$ cat src/rtl/bot_app_if.sv
// Purpose: application-CPU port window onto BOTSIM (snapshots, counters, motor/config regs, interrupt).
// Latency: read data registered, one clock after port_id; writes and events take effect at the next edge.
// Backpressure: none; strobes and events are accepted every cycle, overruns are counted instead of stalled.
module bot_app_if #(
  parameter logic [7:0] PORT_BASE  = 8'h00,
  parameter logic [7:0] BOTCFG_RST = 8'h00
) (
  input  logic       clk,
  input  logic       reset,
  input  logic [7:0] port_id,
  input  logic       write_strobe,
  input  logic       read_strobe,
  input  logic [7:0] out_port,
  output logic [7:0] in_port,
  output logic       interrupt,
  input  logic       interrupt_ack,
  input  logic [7:0] LocX,
  input  logic [7:0] LocY,
  input  logic [7:0] Sensors,
  input  logic [7:0] BotInfo,
  input  logic [7:0] LMDist,
  input  logic [7:0] RMDist,
  input  logic       upd_sysregs,
  output logic [7:0] MotCtl,
  output logic [7:0] Bot_Config
);

  typedef enum logic {IDLE = 1'b0, PEND = 1'b1} state_t;

  state_t      state_q, state_d;
  logic        upd_prev_q;
  logic [7:0]  snap_q [6];
  logic [7:0]  snap_d [6];
  logic [15:0] updcnt_q, updcnt_d;
  logic [7:0]  updhi_q, updhi_d;
  logic [7:0]  ovrcnt_q, ovrcnt_d;
  logic        ovr_q, ovr_d;
  logic [7:0]  motctl_q, motctl_d;
  logic [7:0]  botcfg_q, botcfg_d;
  logic [7:0]  in_port_q, in_port_d;
  logic [7:0]  rd_dat;

  logic       hit;
  logic [3:0] off;
  logic       evt;
  logic       ovr_evt;
  logic       rd_status;
  logic       rd_lo;

  // Decode: only the upper nibble of PORT_BASE picks the window.
  assign hit       = (port_id[7:4] == PORT_BASE[7:4]);
  assign off       = port_id[3:0];
  // A held-high upd_sysregs is one event: compare against last cycle's level.
  assign evt       = upd_sysregs & ~upd_prev_q;
  // Overrun: a new event arrives while the previous one is still unacknowledged.
  assign ovr_evt   = evt & (state_q == PEND) & ~interrupt_ack;
  assign rd_status = hit & read_strobe & (off == 4'h6);
  assign rd_lo     = hit & read_strobe & (off == 4'h8);

  // FSM next state: a coincident event keeps the request pending despite an ack.
  always_comb begin
    state_d = state_q;
    case (state_q)
      IDLE:    if (evt) state_d = PEND;
      PEND:    if (interrupt_ack && !evt) state_d = IDLE;
      default: state_d = IDLE;
    endcase
  end

  // Read mux over current register contents; captured into in_port at the edge.
  always_comb begin
    rd_dat = 8'h00;
    case (off)
      4'h0:    rd_dat = snap_q[0];
      4'h1:    rd_dat = snap_q[1];
      4'h2:    rd_dat = snap_q[2];
      4'h3:    rd_dat = snap_q[3];
      4'h4:    rd_dat = snap_q[4];
      4'h5:    rd_dat = snap_q[5];
      4'h6:    rd_dat = {(state_q == PEND), ovr_q, 6'b0};
      4'h7:    rd_dat = ovrcnt_q;
      4'h8:    rd_dat = updcnt_q[7:0];
      4'h9:    rd_dat = updhi_q;
      4'hA:    rd_dat = motctl_q;
      4'hB:    rd_dat = botcfg_q;
      default: rd_dat = 8'h00;
    endcase
  end

  // Datapath next state: snapshots, counters, overrun status, CPU-written registers.
  always_comb begin
    snap_d    = snap_q;
    updcnt_d  = updcnt_q;
    updhi_d   = updhi_q;
    ovrcnt_d  = ovrcnt_q;
    ovr_d     = ovr_q;
    motctl_d  = motctl_q;
    botcfg_d  = botcfg_q;
    in_port_d = hit ? rd_dat : 8'h00;

    if (evt) begin
      snap_d[0] = LocX;
      snap_d[1] = LocY;
      snap_d[2] = Sensors;
      snap_d[3] = BotInfo;
      snap_d[4] = LMDist;
      snap_d[5] = RMDist;
      updcnt_d  = updcnt_q + 16'd1;
    end

    // A STATUS read clears overrun state, but a same-cycle overrun is not lost.
    if (rd_status) begin
      ovr_d    = ovr_evt;
      ovrcnt_d = ovr_evt ? 8'd1 : 8'd0;
    end else if (ovr_evt) begin
      ovr_d = 1'b1;
      if (ovrcnt_q != 8'hFF) ovrcnt_d = ovrcnt_q + 8'd1;
    end

    // Reading the low byte freezes the high byte so a lo-then-hi pair is coherent.
    if (rd_lo) updhi_d = updcnt_q[15:8];

    if (hit && write_strobe) begin
      if (off == 4'h0) motctl_d = out_port;
      if (off == 4'h1) botcfg_d = out_port;
    end
  end

  // FSM state register.
  always_ff @(posedge clk or negedge reset) begin
    if (!reset) state_q <= IDLE;
    else        state_q <= state_d;
  end

  // Datapath registers.
  always_ff @(posedge clk or negedge reset) begin
    if (!reset) begin
      upd_prev_q <= 1'b0;
      snap_q     <= '{default: 8'h00};
      updcnt_q   <= 16'h0000;
      updhi_q    <= 8'h00;
      ovrcnt_q   <= 8'h00;
      ovr_q      <= 1'b0;
      motctl_q   <= 8'h00;
      botcfg_q   <= BOTCFG_RST;
      in_port_q  <= 8'h00;
    end else begin
      upd_prev_q <= upd_sysregs;
      snap_q     <= snap_d;
      updcnt_q   <= updcnt_d;
      updhi_q    <= updhi_d;
      ovrcnt_q   <= ovrcnt_d;
      ovr_q      <= ovr_d;
      motctl_q   <= motctl_d;
      botcfg_q   <= botcfg_d;
      in_port_q  <= in_port_d;
    end
  end

  assign interrupt  = (state_q == PEND);
  assign in_port    = in_port_q;
  assign MotCtl     = motctl_q;
  assign Bot_Config = botcfg_q;

endmodule

$ cat config.mk
export PLATFORM = sky130hd
export DESIGN_NAME = bot_app_if
export DESIGN_NICKNAME = d
export VERILOG_FILES = /design/src/rtl/bot_app_if.sv
export SDC_FILE = /design/constraint.sdc
export NUM_CORES = 1
export LEC_CHECK = 0
export BUFFER_PORTS_ARGS = -buffer_cell sky130_fd_sc_hd__clkbuf_2
export CAP_MARGIN = 20
export CORE_MARGIN = 2
export CORE_UTILIZATION = 56
export DETAILED_ROUTE_END_ITERATION = 10
export PLACE_DENSITY_LB_ADDON = 0.08
export SLEW_MARGIN = 40
export SYNTH_ARGS = -nofsm -noshare
export SYNTH_HDL_FRONTEND = slang
export SYNTH_SLANG_ARGS = --single-unit
export TNS_END_PERCENT = 50
$ cat constraint.sdc
create_clock -name clk -period 2.95 [get_ports clk]
set_clock_uncertainty 0.1 [all_clocks]
set_input_delay 0.59 -clock clk [delete_from_list [all_inputs] [get_ports clk]]
set_output_delay 0.59 -clock clk [all_outputs]
set_load 0.02 [all_outputs]
==> reports/summary.txt <==
number of antenna diodes: 0
Post-Syn Instances: 402
final setup fails: 0
RSZ-0062 raised after global routing: false
PD cells: 569.0 nW/um^2
Hold Fails Final Rpt: 0
WP data arrival: 2220 ps
drt drc: 0
Total Negative Setup Slacks: 0 ps
Setup crit end kind: flop
Mapped Area: 5071 sq um
flop-to-flop setup slack: 1070 ps
CTS tree: done
Setup CP Type: primary input to flop
CTS Sinks: 107
most frequent cells in the layout: dfrtp_1 (107), clkbuf_2 (93), mux2_2 (81), nand2_1 (19)
status: completed
Sw Ratio: 27.97%
via count: 3,617
GRT Overall Usage: 25.34%
metal3 WL: 725 um
initial antenna violation count: 0
clock root buffer: clkbuf_8
Highest Signal Layer: met4
Post-layout nets: 566
post-DR vias/cell: 5.959
post-synthesis sequential area ratio: 52.80%
row cnt: 34
Max Buffers Root-to-Sink: 2
H-tree level count: 3
Core Area: 8763 sq um
Post-synth EDFFs: 0
crit path time final: 2054 ps
Worst slew margin: 55.76%
CTS Buf Count: 9
synthesis-stage register bit count: 107
hpwl dp: 8754 um
num ports: 95
Syn Area/Cell: 12.61 sq um
max_cap viols: 0
Slew Limit Fails: 0
gpl congestion: 0.9147
period utilization: 69.62%
min-delay worst type: primary input to asynchronous set/reset pin
Die Area: 9833 sq um
share of cells above drive strength 1: 42.48%
sequential power share: 53.8%
met2 wire length: 5791 um
Clock transition at path regs: 100 ps
post_cts resized: 0
crit-path cells: clkbuf_2 -> nor2b_1 -> nand4_2 -> mux2_2
Worst Max-Slew Pin Slew: 663.7 ps
Comb pwr share: 15.4%
Die H: 99.16 um
Critical Path RT: 3110 ps
Routed Antenna Nets: 0
Starting Density: 57.87%
final WL: 11,760 um
worst-path fanout max: 29
Post-CTS Setup Bufs: 0
# hold bufs at CTS: 0
WHS: 95.15 ps
Netlist cell types: 53
commonest non-fill, non-tap cell in the layout: dfrtp_1
Net Switching: 931.8 uW
Die X: 99.16 um
startpoint class of the critical path: primary input
vias in the first global route: 3,626
Net Count, Synth: 474
Pre-antenna DRT Iters: 7
GRT overflow: 0
fmax: 486.9 MHz
Pleak: 0.002755 uW
Slowest Stage Delay on Critical Path: 510 ps
Avg WL per Cell: 19.37 um
largest net degree at the start of global routing: 53
Critical path buffers and inverters: 1
clock network power share: 30.8%
Post-Route M1 WL: 5070 um
yosys warns: 0
FILL cells: 693
Initial DRC Count: 251
CP delay by family, top: simple AND/OR/NAND/NOR gates
Power Internal: 2400 uW
Syn-to-layout area delta: 15.45%
Worst-Skew Late Latency: 370 ps
global-route wire length before repair: 19,320 um
port bufs: 94
Worst path slowest cell: nor2b_1
main flop type after synthesis: dfrtp_1
asr flop ratio synth: 100.0%
VDD IR-drop max: 0.3450 mV
kinds of logic (layout without fill, tap and decap cells):
kind of cell	count (synthesis)	after routing	share of synthesized area [%]
AO/OA/AOI/OAI	61	61	8.537
buffers and inverters	25	122	3.158
multiplexers	91	91	20.95
XOR/XNOR	19	19	3.282
AND/OR/NAND/NOR	97	97	10.78
adder cells (fa/ha/maj)	2	2	0.4934
flip-flops	107	107	52.80
per-layer routing:
layer | vias to the layer above | global-route usage (%)
li1 | 1655 | -
met5 | - | 0
met1 | 1813 | 35.43
met4 | 0 | 6.322
met3 | 21 | 5.341
met2 | 128 | 41.01
metrics by stage:
| step | area [sq um] | utilization (%) | power, uW | setup WS (ps) | std cells |
|---|---|---|---|---|---|
| 6_report | 5854 | 66.80 | 3331 | 896.2 | 607 |
| 5_1_grt | 5854 | 66.80 | 3481 | 754.8 | 607 |
| 4_1_cts | 5854 | 66.80 | 3352 | 905.5 | 607 |
| 3_5_place_dp | 5623 | 64.16 | 2334 | 507.2 | 591 |
| 3_3_place_gp | 5623 | 64.16 | 2313 | 584.1 | 591 |
| 2_1_floorplan | 5071 | - | 2113 | 1056 | 402 |
sequential cells by signal, indices dropped and copies added, names as in the netlist:
name        flops
interrupt       1
ovrcnt_q        8
snap_q         48
in_port         8
ovr_q           1
Bot_Config      8
updcnt_q       16
MotCtl          8
upd_prev_q      1
updhi_q         8
power groups by stage:
stage	logic, uW	clock network (uW)	registers, uW
after detailed placement	514	0	1820
after global placement	500	0	1810
after CTS	520	1040	1790
after floorplan	337	0	1780
final	513	1030	1790
after global routing	570	1100	1810
cell usage after synthesis (all sizes together), types with 2 or more instances:
library cell,count,area share (%)
dfrtp,107,53
mux2,81,18
nand2,20,1.5
nand3,16,1.6
nor2,16,1.2
xnor2,16,2.8
a21oi,14,1.4
buf,14,1.8
o21ai,11,1.2
nor2b,10,1.2
and3,8,0.99
nor3,7,0.69
a32oi,6,1.0
clkbuf,6,1.0
mux2i,6,1.2
nand4,6,0.99
a22o,5,0.86
a22oi,5,0.74
inv,5,0.37
mux4,4,1.8
a221oi,3,0.52
and3b,3,0.52
nand3b,3,0.52
xor2,3,0.52
a311oi,2,0.35
a31oi,2,0.25
a32o,2,0.39
and2,2,0.25
ha,2,0.49
o22a,2,0.35
path summary, 6_finish.rpt:
path,start,endpoint,depth (start not counted)
setup reg to reg,upd_prev_q$_DFF_PN0_,updcnt_q[12]$_DFFE_PN0N_,5
max in group asynchronous,reset,updhi_q[2]$_DFFE_PN0P_,2
hold / removal,reset,ovrcnt_q[4]$_DFFE_PN0P_,1
hold reg to reg,updcnt_q[15]$_DFFE_PN0N_,updcnt_q[15]$_DFFE_PN0N_,1
setup / recovery,port_id[1],Bot_Config[6]$_DFFE_PN0P_,4
min in group clk,upd_sysregs,upd_prev_q$_DFF_PN0_,1
area by class of cell:
| cell class | instances | area [sq um] | area share (%) |
|---|---|---|---|
| clock buffers | 9 | 123.9 | 2.116 |
| clock inverters | 7 | 107.6 | 1.838 |
| inverters | 5 | 18.77 | 0.3206 |
| multi-input cells | 270 | 2241 | 38.28 |
| flip-flops and latches | 107 | 2678 | 45.74 |
| well taps | 108 | 135.1 | 2.308 |
| repair buffers | 101 | 550.5 | 9.404 |
Power figures use the tool's default switching activity.
